[config.mk]
export PLATFORM = sky130hd
export DESIGN_NAME = flag_unit_flat
export DESIGN_NICKNAME = d
export VERILOG_FILES = /design/src/rtl/cpu_flags_pkg.sv /design/src/rtl/flag_unit_if.sv /design/src/rtl/flag_stack.sv /design/src/rtl/flag_unit.sv /design/src/flat_wrapper.sv
export SDC_FILE = /design/constraint.sdc
export NUM_CORES = 1
export LEC_CHECK = 0
export BUFFER_PORTS_ARGS = -buffer_cell sky130_fd_sc_hd__buf_4
export CORE_MARGIN = 2
export CORE_UTILIZATION = 37
export CTS_CLUSTER_DIAMETER = 30
export DETAILED_ROUTE_END_ITERATION = 8
export PLACE_DENSITY = 0.88
export SLEW_MARGIN = 20
export SYNTH_ARGS = -nofsm -noshare
export SYNTH_HDL_FRONTEND = slang
export SYNTH_SLANG_ARGS = --single-unit
[constraint.sdc]
create_clock -name clk -period 2.3 [get_ports clk]
set_clock_uncertainty 0.15 [all_clocks]
set_input_delay 0.46 -clock clk [delete_from_list [all_inputs] [get_ports clk]]
set_output_delay 0.46 -clock clk [all_outputs]
set_load 0.01 [all_outputs]
[src/rtl/cpu_flags_pkg.sv]
// rtl/cpu_flags_pkg.sv - shared ALU op encoding and condition-flag record
package cpu_flags_pkg;

  typedef enum logic [1:0] {
    ALU_ADD   = 2'b00,
    ALU_SUB   = 2'b01,
    ALU_LOGIC = 2'b10,
    ALU_CMP   = 2'b11
  } aluop_t;

  typedef struct packed {
    logic n;
    logic z;
    logic v;
    logic c;
  } flags_t;

  localparam flags_t FLAGS_CLEAR = '0;

endpackage

[src/rtl/flag_unit_if.sv]
// rtl/flag_unit_if.sv - ALU-side operand/control bundle and flag/stack status outputs
interface flag_unit_if #(parameter int WIDTH = 32);
  import cpu_flags_pkg::*;

  aluop_t           aluOp;
  logic [WIDTH-1:0] opA;
  logic [WIDTH-1:0] opB;
  logic [WIDTH-1:0] res;
  logic             cout;
  logic             setF;
  logic             stall;
  logic             flush;
  logic             push;
  logic             pop;
  logic             Nflag;
  logic             Zflag;
  logic             Vflag;
  logic             Cflag;
  logic             stkFull;
  logic             stkEmpty;
  logic             stkErr;

  modport master (
    output aluOp, opA, opB, res, cout, setF, stall, flush, push, pop,
    input  Nflag, Zflag, Vflag, Cflag, stkFull, stkEmpty, stkErr
  );

  modport slave (
    input  aluOp, opA, opB, res, cout, setF, stall, flush, push, pop,
    output Nflag, Zflag, Vflag, Cflag, stkFull, stkEmpty, stkErr
  );

endinterface

[src/rtl/flag_stack.sv]
// rtl/flag_stack.sv - DEPTH-entry LIFO of saved flag sets with count, full/empty and sticky error
module flag_stack
  import cpu_flags_pkg::*;
#(
  parameter int DEPTH = 4
) (
  input  logic   clk,
  input  logic   rst,
  input  logic   push,
  input  logic   pop,
  input  flags_t din,
  output flags_t top,
  output logic   full,
  output logic   empty,
  output logic   err,
  output logic   pop_ok
);

  localparam int CW = $clog2(DEPTH + 1);
  localparam int AW = (DEPTH > 1) ? $clog2(DEPTH) : 1;

  logic [CW-1:0] count;
  flags_t        mem [DEPTH];
  logic          do_push;
  logic          do_pop;
  logic          bad_op;
  logic [AW-1:0] wr_idx;
  logic [AW-1:0] rd_idx;

  assign full    = (count == CW'(DEPTH));
  assign empty   = (count == '0);

  // A simultaneous push and pop cancel out entirely, including the error check.
  assign do_push = push & ~pop & ~full;
  assign do_pop  = pop & ~push & ~empty;
  assign bad_op  = (push & ~pop & full) | (pop & ~push & empty);
  assign pop_ok  = do_pop;

  assign wr_idx  = AW'(count);
  assign rd_idx  = AW'(count - CW'(1));
  assign top     = empty ? FLAGS_CLEAR : mem[rd_idx];

  always_ff @(posedge clk or posedge rst) begin
    if (rst) begin
      count <= '0;
      err   <= 1'b0;
    end else begin
      if (do_push)
        count <= count + CW'(1);
      else if (do_pop)
        count <= count - CW'(1);
      if (bad_op)
        err <= 1'b1;
    end
  end

  always_ff @(posedge clk) begin
    if (do_push)
      mem[wr_idx] <= din;
  end

endmodule

[src/rtl/flag_unit.sv]
// rtl/flag_unit.sv - N/Z/V/C flag register with save/restore stack; FLAG_FWD_EN enables same-cycle flag bypass
module flag_unit
  import cpu_flags_pkg::*;
#(
  parameter int WIDTH = 32,
  parameter int DEPTH = 4
) (
  input logic         clk,
  input logic         rst,
  flag_unit_if.slave  bus
);

  localparam int MSB = WIDTH - 1;

  flags_t flags_q;
  flags_t new_f;
  flags_t out_f;
  flags_t stk_top;
  logic   active;
  logic   stk_pop_ok;
  logic   stk_full;
  logic   stk_empty;
  logic   stk_err;
  logic   unused_ops;

  assign active = ~bus.flush & ~bus.stall;

  // Only the sign bits of the operands matter for overflow detection.
  assign unused_ops = ^{bus.opA[MSB-1:0], bus.opB[MSB-1:0]};

  always_comb begin
    new_f   = flags_q;
    new_f.n = bus.res[MSB];
    new_f.z = (bus.res == '0);
    case (bus.aluOp)
      ALU_ADD: begin
        new_f.v = (bus.opA[MSB] == bus.opB[MSB]) && (bus.res[MSB] != bus.opA[MSB]);
        new_f.c = bus.cout;
      end
      ALU_SUB, ALU_CMP: begin
        new_f.v = (bus.opA[MSB] != bus.opB[MSB]) && (bus.res[MSB] != bus.opA[MSB]);
        new_f.c = bus.cout;
      end
      default: ;
    endcase
  end

  flag_stack #(.DEPTH(DEPTH)) u_stack (
    .clk    (clk),
    .rst    (rst),
    .push   (active & bus.push),
    .pop    (active & bus.pop),
    .din    (flags_q),
    .top    (stk_top),
    .full   (stk_full),
    .empty  (stk_empty),
    .err    (stk_err),
    .pop_ok (stk_pop_ok)
  );

  // Any pop request, even a rejected one, blocks setF in that cycle.
  always_ff @(posedge clk or posedge rst) begin
    if (rst) begin
      flags_q <= FLAGS_CLEAR;
    end else if (active) begin
      if (stk_pop_ok)
        flags_q <= stk_top;
      else if (bus.setF && !bus.pop)
        flags_q <= new_f;
    end
  end

`ifdef FLAG_FWD_EN
  assign out_f = (bus.setF && active && !bus.pop) ? new_f : flags_q;
`else
  assign out_f = flags_q;
`endif

  assign bus.Nflag    = out_f.n;
  assign bus.Zflag    = out_f.z;
  assign bus.Vflag    = out_f.v;
  assign bus.Cflag    = out_f.c;
  assign bus.stkFull  = stk_full;
  assign bus.stkEmpty = stk_empty;
  assign bus.stkErr   = stk_err;

endmodule

[src/flat_wrapper.sv]
// flat-port wrapper written by rule: the top's interface ports become plain ports
module flag_unit_flat import cpu_flags_pkg::*;
#(
  parameter int WIDTH = 32,
  parameter int DEPTH = 4
)
  (clk, rst, bus_aluOp, bus_opA, bus_opB, bus_res, bus_cout, bus_setF, bus_stall, bus_flush, bus_push, bus_pop, bus_Nflag, bus_Zflag, bus_Vflag, bus_Cflag, bus_stkFull, bus_stkEmpty, bus_stkErr);
  flag_unit_if #(.WIDTH(WIDTH)) bus_i ();
  input logic clk;
  input logic rst;
  input wire logic [$bits(bus_i.aluOp)-1:0] bus_aluOp;
  input wire logic [$bits(bus_i.opA)-1:0] bus_opA;
  input wire logic [$bits(bus_i.opB)-1:0] bus_opB;
  input wire logic [$bits(bus_i.res)-1:0] bus_res;
  input wire logic [$bits(bus_i.cout)-1:0] bus_cout;
  input wire logic [$bits(bus_i.setF)-1:0] bus_setF;
  input wire logic [$bits(bus_i.stall)-1:0] bus_stall;
  input wire logic [$bits(bus_i.flush)-1:0] bus_flush;
  input wire logic [$bits(bus_i.push)-1:0] bus_push;
  input wire logic [$bits(bus_i.pop)-1:0] bus_pop;
  output wire logic [$bits(bus_i.Nflag)-1:0] bus_Nflag;
  output wire logic [$bits(bus_i.Zflag)-1:0] bus_Zflag;
  output wire logic [$bits(bus_i.Vflag)-1:0] bus_Vflag;
  output wire logic [$bits(bus_i.Cflag)-1:0] bus_Cflag;
  output wire logic [$bits(bus_i.stkFull)-1:0] bus_stkFull;
  output wire logic [$bits(bus_i.stkEmpty)-1:0] bus_stkEmpty;
  output wire logic [$bits(bus_i.stkErr)-1:0] bus_stkErr;
  assign bus_i.aluOp = bus_aluOp;
  assign bus_i.opA = bus_opA;
  assign bus_i.opB = bus_opB;
  assign bus_i.res = bus_res;
  assign bus_i.cout = bus_cout;
  assign bus_i.setF = bus_setF;
  assign bus_i.stall = bus_stall;
  assign bus_i.flush = bus_flush;
  assign bus_i.push = bus_push;
  assign bus_i.pop = bus_pop;
  assign bus_Nflag = bus_i.Nflag;
  assign bus_Zflag = bus_i.Zflag;
  assign bus_Vflag = bus_i.Vflag;
  assign bus_Cflag = bus_i.Cflag;
  assign bus_stkFull = bus_i.stkFull;
  assign bus_stkEmpty = bus_i.stkEmpty;
  assign bus_stkErr = bus_i.stkErr;
  flag_unit #(.WIDTH(WIDTH), .DEPTH(DEPTH)) u_core (.clk(clk), .rst(rst), .bus(bus_i));
endmodule
# [Word level (Yosys, flattened, before mapping)]
# Memory sizes are Yosys's and may differ from the RTL's.
# Cells that the tools add are included.
[classes] add_sub_neg=2 multipliers=0 div_mod_pow=0 n_lt_le_gt_ge=0 eq_ne=6 n_shift=0 muxes=8 bitwise_logic=16 reduce_logical=13
[op_table] op="logical NOT 32 bit" count=1
[op_table] op="2-to-1 mux 4 bit" count=3
[op_table] op="AND 1 bit" count=9
[op_table] op="2-to-1 mux 3 bit" count=2
[op_table] op="NOT 1 bit" count=6
[op_table] op="one-hot mux 2 bit (2 select lines)" count=1
[op_table] op="nonzero test 2 bit" count=2
[op_table] op="adder 3 x 1 -> 3 bit, second input constant" count=1
[op_table] op="equality test 3 bit, second input constant" count=1
[op_table] op="logical AND 1 bit" count=3
[op_table] op="logical NOT 3 bit" count=1
[op_table] op="AND reduction 3 bit" count=1
[op_table] op="nonzero test 3 bit" count=1
[op_table] op="subtractor 3 x 1 -> 3 bit, second input constant" count=1
[op_table] op="equality test 2 x 1 -> 1 bit, second input constant" count=1
[op_table] op="equality test 2 bit, second input constant" count=1
[op_table] op="logical NOT 2 bit" count=1
[op_table] op="2-to-1 mux 1 bit" count=2
[op_table] op="inequality test 1 bit" count=2
[op_table] op="AND reduction 2 bit" count=1
[op_table] op="OR reduction 2 bit" count=1
[op_table] op="equality test 1 bit" count=1
[op_table] op="logical NOT 1 bit" count=1
[op_table] op="bitwise OR 1 bit" count=1
[totals] regBits=8 latch_bits=0 ram_bits=16 rom_bits=0 input_bits=106 output_inout_bits=7 elab_cells=52 n_memories=1
[memory_table] name="u_core.u_stack.mem" depth=4 width=4 rd=1 rd_clocked_by_memory_dff=0 write_ports=1 line="flag_stack.sv:23" rtl="flags_t mem [DEPTH];"

# [Depth between registers and ports, before layout]
# Gate-level depths: netlist (run 1).
[logic_depth] depth_word=8 depth_mapped=7 depth_no_buf=6

# [By module]
# Synthesis (run 1) repeated with hierarchy kept, for this count alone.
[hier_totals] hier_cells=99 area_unflattened_um2=1267.5
[modules_own_cells] mod="flag_stack" n_inst=1 cells_each=59 area_per_inst_um2=939.7 seq_area_each_um2=580.6
[modules_own_cells] mod="flag_unit" n_inst=1 cells_each=40 area_per_inst_um2=327.8 seq_area_each_um2=100.1

# [Worst setup path before layout (run 1)]
# OpenSTA, ideal clock, no wires.
[synth_path] path_kind="register -> register" startpoint="register u_core.u_stack.count[0]" endpoint="register u_core.flags_q (netlist bit u_core.bus.Zflag)" setup_time_ns=0.125 arrival_time_ns=1.871 setup_slack_ns=0.155 path_stages_with_launch=7 synth_period_minus_slack_ns=2.145 cell_sequence="dfrtp_1 > clkbuf_1 > inv_1 > ha_1 > clkbuf_1 > mux4_2 > mux2_2"
[synth_between] elab_chain_cells=5 word_cells_on_any_way=9 classes_between="1 x add/sub; 2 x mux; 2 x bitwise; 3 x reduce/logical; 1 x memory"
[synth_rtl] item="from (decl)" line="flag_stack.sv:22" rtl="logic [CW-1:0] count;"
[synth_rtl] item="from (signal assigned)" line="flag_stack.sv:49" rtl="count <= count + CW'(1);"
[synth_rtl] item="from (signal assigned)" line="flag_stack.sv:51" rtl="count <= count - CW'(1);"
[synth_rtl] item="parallel branches: the longest is 5 deep, another holds memory (4 x 4 bit)"
[synth_rtl] item="to (signal assigned)" line="flag_unit.sv:67" rtl="flags_q <= stk_top;"
[synth_rtl] item="to (signal assigned)" line="flag_unit.sv:69" rtl="flags_q <= new_f;"
[synth_rtl] item="to (decl)" line="flag_unit.sv:15" rtl="flags_t flags_q;"
# Several ways; the timed one is not identified.
# A chain may end at the register's enable or synchronous reset.

# [Worst setup path after layout (run 1)]
[layout_path] startpoint="register u_core.u_stack.count[1]" endpoint="output bus_stkEmpty"
[layout_between] elab_chain_cells=1
[layout_rtl] item="logical NOT 3 bit" line="flag_stack.sv:31" rtl="assign empty = (count == '0);"
[layout_rtl] item="to (decl)" line="flat_wrapper.sv:26" rtl="output wire logic [$bits(bus_i.stkEmpty)-1:0] bus_stkEmpty;"
# Every way passes these cells.

==> qor.yml, run 1 <==
die:
  die-area_um2: 3780
  die_width_um: 61.5
  io_pins: 113
  initial_utilization_pct: 39.4
  fp.dieH_um: 61.5
  core-area_um2: 3100
  fp-row-count: 20
critical_path:
  crit-reg2reg-launch: "u_core.u_stack.count[1]"
  cp-end-kind: "output port"
  rr_worst_depth: 4
  start_kind: "flop"
  required_ns: 1.69
  criticalPathCategory: "flop to output port"
  path_max_fanout: 4
  rrSetupSlack_ns: 0.38
  crit_start: "u_core.u_stack.count[1]"
  reg2reg_to: "u_core.u_stack.mem[0][2]"
  crit_end: "bus_stkEmpty"
  arrival_ns: 1.53
synth:
  synth_area_leader_cell: "edfxtp_1"
  yosysWarnings: 0
  yosysTopAreaCellShare_pct: 39.3
  ys_ff_latch: 24
  syn_nets: 202
  synthCells: 91
  yosysSeqAreaShare_pct: 55.6
  avgSynthCellArea_um2: 13.4
  synth_area_leaders: "edfxtp_1, dfrtp_1, mux4_2"
  syn-cell-area_um2: 1220
  synth_cell_types: 29
status:
  status: "completed"
route:
  vias_per_cell: 5.10
  num_vias: 969
  wire_per_inst_um: 15.3
  route.detailed.drc: 0
  ant_nets: 0
  drtIter0Drc: 26
  drtPass1Iterations: 4
  wl_um: 2910
placed_design:
  placed_cells: 185
  post-place-ws_ns: 0.235
  routabilityCongestion: 0.740
  dpl.hpwl_um: 2410
  dpl_cell_area_um2: 1660
  port-buffer-count: 50
global_routing:
  grt_util_met3_pct: 6.93
  grt_use_total_pct: 17.4
  top_usage_layer: "met2"
  use_met1_pct: 19.3
  overflow: 0
  first_global_vias: 1009
  grt_max_degree: 14
  antenna_found_initial: 0
  grt_pass1_wl_um: 4570
  gr-usage-met2_pct: 30.8
clock_tree:
  clock_latency_ns: 0.31
  htreeDepth: 1
  cts_tree: "built"
  cts.sink_count: 24
  cts_made_buffers: 3
  path_clk_slew_ns: 0.12
  clockBufferDepth: 2
  root_buffer: "clkbuf_4"
hold_path:
  hp-class: "input port to flop"
  hold_start: "bus_cout"
timing:
  post-route-period-util_pct: 93.0
  worst_pin_slew_ns: 0.509
  setup-tns-final_ns: 0
  setup_slack_ns: 0.160
  max-slew-margin-rel_pct: 65.8
  report.final.slew_viol_count: 0
  hold_violations: 0
  layout_min_cycle_time_ns: 2.14
  rsz0062_at_grt: "false"
  setup_viol: 0
  fmax_mhz: 467
cells_and_area:
  area_delta_synth_final_pct: 39.0
  layout_common_cells: "buf_4, edfxtp_1, nor4_1, dfrtp_1, nand2_1"
  n_antenna_cell: 0
  layoutNonFillerInstCount: 190
  final_area_um2: 1700
  drive_above_1_share_pct: 45.2
  final_nets: 258
  num-fill-cells: 282
  mostFrequentLayoutCell: "buf_4"
power:
  leakage_nw: 0.709
  ir_drop_uv: 685
  pwr_density_cell_nw_per_um2: 843
run:
  drv_cap: 0
-- per-layer routing --
layer,vias to the layer above,wire [um]
li1,454,-
met1,448,1020
met3,4,466
met5,-,0
met4,0,17
met2,63,1410
-- cell families (layout without fill, tap and decap cells) --
kind of cell	count (synthesis)	after routing	synth area share, %
and+or+nand+nor	33	33	18.0
DFF	24	24	55.6
AOI/OAI and AO/OA	10	10	5.42
muxes	9	9	11.6
buffers and inverters	7	62	2.15
adders and majority gates	5	5	5.11
xor gates and xnor gates	3	3	2.15
-- registers in the layout, indices dropped and copies added, names as in the netlist --
name	cells
u_core.u_stack.err	1
u_core.u_stack.count	3
u_core.bus.Cflag	1
u_core.bus.Zflag	1
u_core.bus.Nflag	1
u_core.bus.Vflag	1
u_core.u_stack.mem	16
-- critical path: stages, from the launching register on --
cell	delay, ns
dfrtp_1	0.42
inv_1	0.13
ha_1	0.21
nor2b_2	0.29
buf_4	0.18
-- per-stage QoR --
| stage | power [mW] | hold WS [ns] | utilization, % |
|---|---|---|---|
| floorplan | 1.00 | 0.126 | - |
| global placement | 1.22 | 0.294 | 53.5 |
| detailed placement | 1.27 | 0.298 | 53.5 |
| CTS | 1.45 | 0.279 | 54.7 |
| global route | 1.53 | 0.292 | 54.8 |
| finish | 1.43 | 0.283 | 54.8 |
-- timing repair --
item | in CTS | in global routing
endpoints found under the setup margin | 0 | 1
resized for setup | 0 | 1
buffers inserted | 0 | 0
hold buffers | 1 | 0
hold endpoints to repair | 8 | 0
-- cells in the mapped netlist --
cell and instances:
nor4_1 8, nand3_1 1, a31o_2 1, nor4b_2 1, a22oi_1 1, o211ai_1 1, ha_1 5, xor2_1 1
a211o_1 1, inv_1 5, mux2_2 1, nand2_1 6, clkbuf_1 2, xnor2_1 2, mux4_2 4, nand2b_1 3
o21ai_0 5, nor4_4 1, mux2i_1 4, nand4_1 1, dfrtp_1 8, nor2_1 3, edfxtp_1 16, nor2b_1 2
nor2_4 1, or4b_4 1, nand3b_1 1, and2_1 4, o32ai_1 1
-- report_power, final --
| part | internal (mW) | switching (mW) | total, mW |
|---|---|---|---|
| combinational | 0.317 | 0.269 | 0.586 |
| sequential | 0.579 | 0.0888 | 0.668 |
| clock | 0.0634 | 0.117 | 0.180 |
| total | 0.960 | 0.474 | 1.43 |
-- cell type report --
| type | count | area [um2] | area share [%] |
|---|---|---|---|
| clock buffers | 3 | 22.5 | 1.32 |
| clock inverters | 1 | 3.75 | 0.221 |
| inverters | 5 | 18.8 | 1.10 |
| multi-input cells | 60 | 519 | 30.5 |
| flip-flops and latches | 24 | 681 | 40.0 |
| well taps | 44 | 55.1 | 3.24 |
| repair buffers | 53 | 400 | 23.5 |
-- worst min path at each step --
stage | to | cells after the start
global placement | u_core.bus.Nflag | 2
CTS | u_core.bus.Cflag | 3
floorplan | u_core.bus.Cflag | 1
detailed placement | u_core.bus.Nflag | 2
finish | u_core.bus.Cflag | 3
global route | u_core.bus.Cflag | 3
No activity file was read; power rests on OpenSTA's default activity.
==> run 2: changes to the inputs <==
Settings changed: CORE_MARGIN 2 to unset, PLACE_DENSITY 0.88 to 0.87, SYNTH_HIERARCHICAL set to 1.
==> qor.yml, run 2 <==
placed_design:
  routabilityCongestion: 0.762  # +3.0%
  port-buffer-count: 50  # unchanged
  dpl.hpwl_um: 2390  # -0.74%
critical_path:
  required_ns: 2.36  # +0.67 ns
  worstPathCellList: "inv_1, ha_4, ha_4, nor3b_4, buf_6, nor3b_1, or2_2, mux2_2"
  criticalPathCategory: "flop to flop"
  cp-end-kind: "flop"
  start_kind: "flop"
  cp_slowest_stage_delay_ns: 0.40  # -0.02 ns
  arrival_ns: 2.27  # +0.74 ns
  cpMaxStageDelayCell: "dfrtp_1"
  path_max_fanout: 7  # +3
  cpMostUsedCell: "ha_4"
power:
  p_total_mw: 1.62  # +13%
  leakage_nw: 0.772  # +8.9%
  ir_drop_uv: 359  # -48%
  pwr_density_cell_nw_per_um2: 891  # +5.7%
synth:
  ys_ff_latch: 24  # unchanged
  syn_nets: 211  # +4.5%
  yosysTopAreaCellShare_pct: 37.9  # -1.4 points
  yosysMostFrequentCell: "edfxtp_1"
  synthArstFlopShare_pct: 33.3  # unchanged
  synth_top_flop_cell: "edfxtp_1"
  synth_edf_count: 16  # unchanged
  avgSynthCellArea_um2: 12.8  # -4.8%
  syn-cell-area_um2: 1270  # +3.6%
  synth_area_leader_cell: "edfxtp_1"
  synth_cell_types: 32  # +10%
  netlist_top_cells_count: "edfxtp_1, dfrtp_1, inv_1, nor2b_1"
  yosysSeqAreaShare_pct: 53.7  # -1.9 points
  synth_area_leaders: "edfxtp_1, dfrtp_1, mux4_2"
  yosysWarnings: 6  # +6
  synthCells: 99  # +8.8%
global_routing:
  overflow: 0  # unchanged
  grt_pass1_wl_um: 4560  # -0.31%
  antenna_found_initial: 0  # unchanged
  grt_use_total_pct: 17.9  # +0.50 points
  grt_max_degree: 15  # +1
  first_global_vias: 1014  # +0.50%
clock_tree:
  clockBufferDepth: 2  # unchanged
  htreeDepth: 1  # unchanged
  path_clk_slew_ns: 0.13  # about the same
  clock_latency_ns: 0.31  # about the same
  cts_made_buffers: 3  # unchanged
  cts_setup_buffers: 0  # unchanged
  cts_tree: "built"
  cts.sink_count: 24  # unchanged
  root_buffer: "clkbuf_4"
cells_and_area:
  final_nets: 270  # +4.7%
  n_antenna_cell: 0  # unchanged
  top_register: "u_core/u_stack/mem"
  reg_top3: "u_core/u_stack/mem: 16 flops, u_core/u_stack/count: 3 flops"
  largest_register_ffs: 16  # unchanged
  postLayoutCoreUtil_pct: 57.7  # +2.9 points
  mostFrequentLayoutCell: "buf_4"
  area_delta_synth_final_pct: 43.6
  layout_common_cells: "buf_4, edfxtp_1, dfrtp_1"
  drive_above_1_share_pct: 45.2  # about the same
route:
  wire_per_inst_um: 14.4  # -6.1%
  vias_per_cell: 5.01  # -1.7%
  route.detailed.drc: 0  # unchanged
  num_vias: 1008  # +4.0%
  drtIter0Drc: 26  # unchanged
  ant_nets: 0  # unchanged
  drtPass1Iterations: 4  # unchanged
  wl_um: 2890  # -0.62%
die:
  fp-row-count: 20  # unchanged
  io_pins: 113  # unchanged
  die_width_um: 60.5  # -1.6%
  die-area_um2: 3660  # -3.2%
  fp.dieH_um: 60.5  # -1.6%
  core-area_um2: 3150  # +1.6%
  initial_utilization_pct: 40.2  # +0.76 points
run:
  drv_cap: 0  # unchanged
timing:
  hold_violations: 0  # unchanged
  post-route-period-util_pct: 95.9  # +2.9 points
  worst_pin_slew_ns: 0.247  # -0.263 ns
  max-slew-margin-rel_pct: 83.4  # +18 points
  rsz0062_at_grt: "false"
  fmax_mhz: 453  # -3.0%
  setup-tns-final_ns: 0  # unchanged
  report.final.slew_viol_count: 0  # unchanged
  setup_viol: 0  # unchanged
  layout_min_cycle_time_ns: 2.21  # +0.0662 ns
hold_path:
  hp-class: "input port to flop"
status:
  status: "completed"
-- run 2: repair_timing --
action / CTS / global route
hold endpoints to repair: 8 / 0
hold buffers: 1 / 0
setup endpoints to repair: 0 / 1
resized for setup: 0 / 1
-- run 2: worst paths after layout --
kind	start	end	slack (ns)	cells past startpoint
max	u_core/u_stack/count[1]	u_core/bus.Vflag	0.09	8
max in group asynchronous	rst	u_core/u_stack/count[2]	1.40	3
min in group asynchronous	rst	u_core/bus.Nflag	0.44	3
min	bus_res[11]	u_core/bus.Zflag	0.25	3
min reg2reg	u_core/u_stack/err	u_core/u_stack/err	0.42	2
max reg2reg	u_core/u_stack/count[1]	u_core/bus.Vflag	0.09	8
-- run 2: cell families (layout without fill, tap and decap cells) --
| family | after synthesis | in the layout | share of synthesized area, % |
|---|---|---|---|
| compound gates | 13 | 13 | 7.01 |
| xor+xnor | 2 | 2 | 1.38 |
| fa+ha+maj | 6 | 6 | 5.92 |
| buf+inv | 9 | 67 | 3.36 |
| flops | 24 | 24 | 53.7 |
| mux | 10 | 10 | 11.9 |
| simple gates | 35 | 35 | 16.7 |
-- run 2: where the power goes --
group / total, mW / internal, mW / leakage [nW] / switching, mW
Clock: 0.299 / 0.176 / 0.0279 / 0.123
Combinational: 0.692 / 0.363 / 0.502 / 0.329
Sequential: 0.631 / 0.557 / 0.242 / 0.0742
-- run 2: critical path, delay by kind of cell, from the launching register on --
family        cells  cell delay [ns]
simple gates      3             0.59
fa+ha+maj         2             0.39
buf+inv           2             0.29
flops             1             0.40
mux               1             0.28
-- run 2: metrics by stage --
step	hold WS, ns	cell area (um2)	setup slack, ns	cells
final	0.253	1820	0.0940	201
after global routing	0.261	1820	0.00419	201
after CTS	0.252	1820	0.0860	201
after detailed placement	0.225	1750	0.0582	196
after global placement	0.225	1750	0.0860	196
after floorplan	0.0761	1310	0.00302	99
-- run 2: area by class of cell --
class	count	area, um2
Multi-Input combinational cell	66	579
Sequential cell	24	681
Timing Repair Buffer	56	427
Clock buffer	3	22.5
Tap cell	44	55.1
Fill cell	272	1330
Clock inverter	1	30.0
Inverter	7	26.3
-- run 2: layer usage --
metal  track usage, %  share of wire, %
met1             22.4                40
met2             30.9                52
met3             2.77               7.3
met4             7.47               1.2
met5                0                 0
==> run 3: changes to the inputs <==
Settings changed: PLACE_DENSITY 0.87 to 0.88, SYNTH_HIERARCHICAL 1 to unset.
==> qor.yml, run 3 (synthesis gave the netlist of run 1 again) <==
power:
  pwr-share-comb_pct: 37.7  # -5.0 points
  intPower_mw: 1.07  # -2.0%
  pwr_density_cell_nw_per_um2: 899  # +0.94%
  p_switching_mw: 0.479  # -8.9%
  swShare_pct: 30.9  # -1.6 points
  ir_drop_uv: 607  # +69%
  power_frac_clock_pct: 19.4  # +1.0 points
  p_total_mw: 1.55  # -4.3%
  leakage_nw: 0.722  # -6.6%
  p_seq_share_pct: 42.9  # +4.0 points
cells_and_area:
  postLayoutCoreUtil_pct: 55.6  # -2.1 points
  largest_register_ffs: 16  # unchanged
  final_nets: 258  # -4.4%
  num-fill-cells: 265  # -2.6%
  area_delta_synth_final_pct: 41.1
  layout_common_cells: "buf_4, edfxtp_1, nor4_1, dfrtp_1, nand2_1"
  mostFrequentLayoutCell: "buf_4"
  drive_above_1_share_pct: 45.9  # +0.67 points
  layoutNonFillerInstCount: 190  # -5.5%
  top_register: "u_core.u_stack.mem"
  n_antenna_cell: 0  # unchanged
  reg_top3: "u_core.u_stack.mem: 16 flops, u_core.u_stack.count: 3 flops"
placed_design:
  port-buffer-count: 50  # unchanged
  routabilityCongestion: 0.736  # -3.4%
  dpl.hpwl_um: 2150  # -10%
  post-place-ws_ns: 0.237  # +0.179 ns
  placed_cells: 185  # -5.6%
global_routing:
  grt_max_degree: 15  # unchanged
  antenna_found_initial: 0  # unchanged
  grt_use_total_pct: 16.9  # -0.97 points
  first_global_vias: 954  # -5.9%
  grt_pass1_wl_um: 4250  # -6.8%
  overflow: 0  # unchanged
clock_tree:
  cts_tree: "built"
  root_buffer: "clkbuf_4"
  cts.sink_count: 24  # unchanged
  clock_latency_ns: 0.31  # about the same
  path_clk_slew_ns: 0.13  # about the same
  clockBufferDepth: 2  # unchanged
  cts_made_buffers: 3  # unchanged
  htreeDepth: 1  # unchanged
critical_path:
  required_ns: 1.69  # -0.67 ns
  criticalPathCategory: "flop to output port"
  arrival_ns: 1.51  # -0.76 ns
  start_kind: "flop"
  rrSetupSlack_ns: 0.39  # +0.30 ns
  path_max_fanout: 4  # -3
  cp-end-kind: "output port"
timing:
  setup-tns-final_ns: 0  # unchanged
  max-slew-margin-rel_pct: 65.9  # -18 points
  setup_viol: 0  # unchanged
  report.final.slew_viol_count: 0  # unchanged
  rsz0062_at_grt: "false"
  fmax_mhz: 472  # +4.1%
  hold_violations: 0  # unchanged
  worst_pin_slew_ns: 0.508  # +0.262 ns
  post-route-period-util_pct: 92.1  # -3.8 points
  layout_min_cycle_time_ns: 2.12  # -0.0878 ns
  setup_slack_ns: 0.182  # +0.0878 ns
route:
  drtPass1Iterations: 4  # unchanged
  vias_per_cell: 5.04  # +0.54%
  ant_nets: 0  # unchanged
  route.detailed.drc: 0  # unchanged
  num_vias: 958  # -5.0%
  drtIter0Drc: 30  # +15%
  wl_um: 2710  # -6.3%
  wire_per_inst_um: 14.3  # -0.87%
die:
  core-area_um2: 3100  # -1.6%
  io_pins: 113  # unchanged
  die_width_um: 59.5  # -1.7%
  initial_utilization_pct: 39.4  # -0.76 points
  fp-row-count: 20  # unchanged
  fp.dieH_um: 59.5  # -1.7%
  die-area_um2: 3540  # -3.3%
hold_path:
  hp-class: "input port to flop"
status:
  status: "completed"
run:
  drv_cap: 0  # unchanged
-- run 3: changes by cell type in the layout (fill, tap and decap cells not counted), moves of 2 or more --
cell	before	now
nor4_1	6	8
and2_1	6	4
or4_1	2	0
a21oi_1	2	0
nor2b_1	7	1
nand2_1	4	6
nand2b_1	1	3
ha_4	2	0
buf_4	54	52
-- run 3: timing repair --
action                                 in CTS  in global routing
setup endpoints to repair                   0                  1
gates resized for setup                     0                  1
buffers inserted                            0                  0
hold buffers                                1                  0
endpoints found under the hold margin       8                  0
-- run 3: final cells by class --
type / count / area, um2 / share of cell area (%)
clock buffer: 3 / 22.5 / 1.30
clock inverter: 1 / 30.0 / 1.74
inverter: 5 / 18.8 / 1.09
multi-input combinational: 60 / 519 / 30.1
sequential: 24 / 681 / 39.4
tap: 44 / 55.1 / 3.19
timing repair buffer: 53 / 400 / 23.2
-- run 3: path summary, 6_finish.rpt --
path | from | end | depth (start not counted)
setup / recovery | u_core.u_stack.count[1] | bus_stkEmpty | 4
max in group asynchronous | rst | u_core.bus.Zflag | 3
min in group asynchronous | rst | u_core.bus.Nflag | 3
hold / removal | bus_cout | u_core.bus.Cflag | 3
hold reg to reg | u_core.u_stack.err | u_core.u_stack.err | 1
setup reg to reg | u_core.u_stack.count[1] | u_core.u_stack.mem[0][1] | 4
-- run 3: critical path, stage by stage (launching register included) --
cell and delay (ns):
dfrtp_1 0.42, inv_1 0.12, ha_1 0.22, nor2b_2 0.27
buf_4 0.16
-- run 3: per-layer routing --
metal,GRT usage (%),routed length (um),vias to the layer above
met2,30.5,1300,51
met1,20.0,1140,448
met4,4.32,4,0
met3,4.15,265,2
met5,0,0,-
li1,-,-,457
-- run 3: power by group through the flow --
stage,clock [mW],combinational (mW),sequential (mW)
after floorplan,0,0.333,0.671
after global placement,0,0.561,0.662
after detailed placement,0,0.584,0.675
after CTS,0.305,0.589,0.667
after global routing,0.321,0.638,0.678
final,0.301,0.585,0.667
-- run 3: through the flow --
step | area (um2) | hold WS, ns
6_report | 1730 | 0.281
5_1_grt | 1730 | 0.268
4_1_cts | 1720 | 0.273
3_5_place_dp | 1660 | 0.288
3_3_place_gp | 1660 | 0.292
2_1_floorplan | 1220 | 0.126
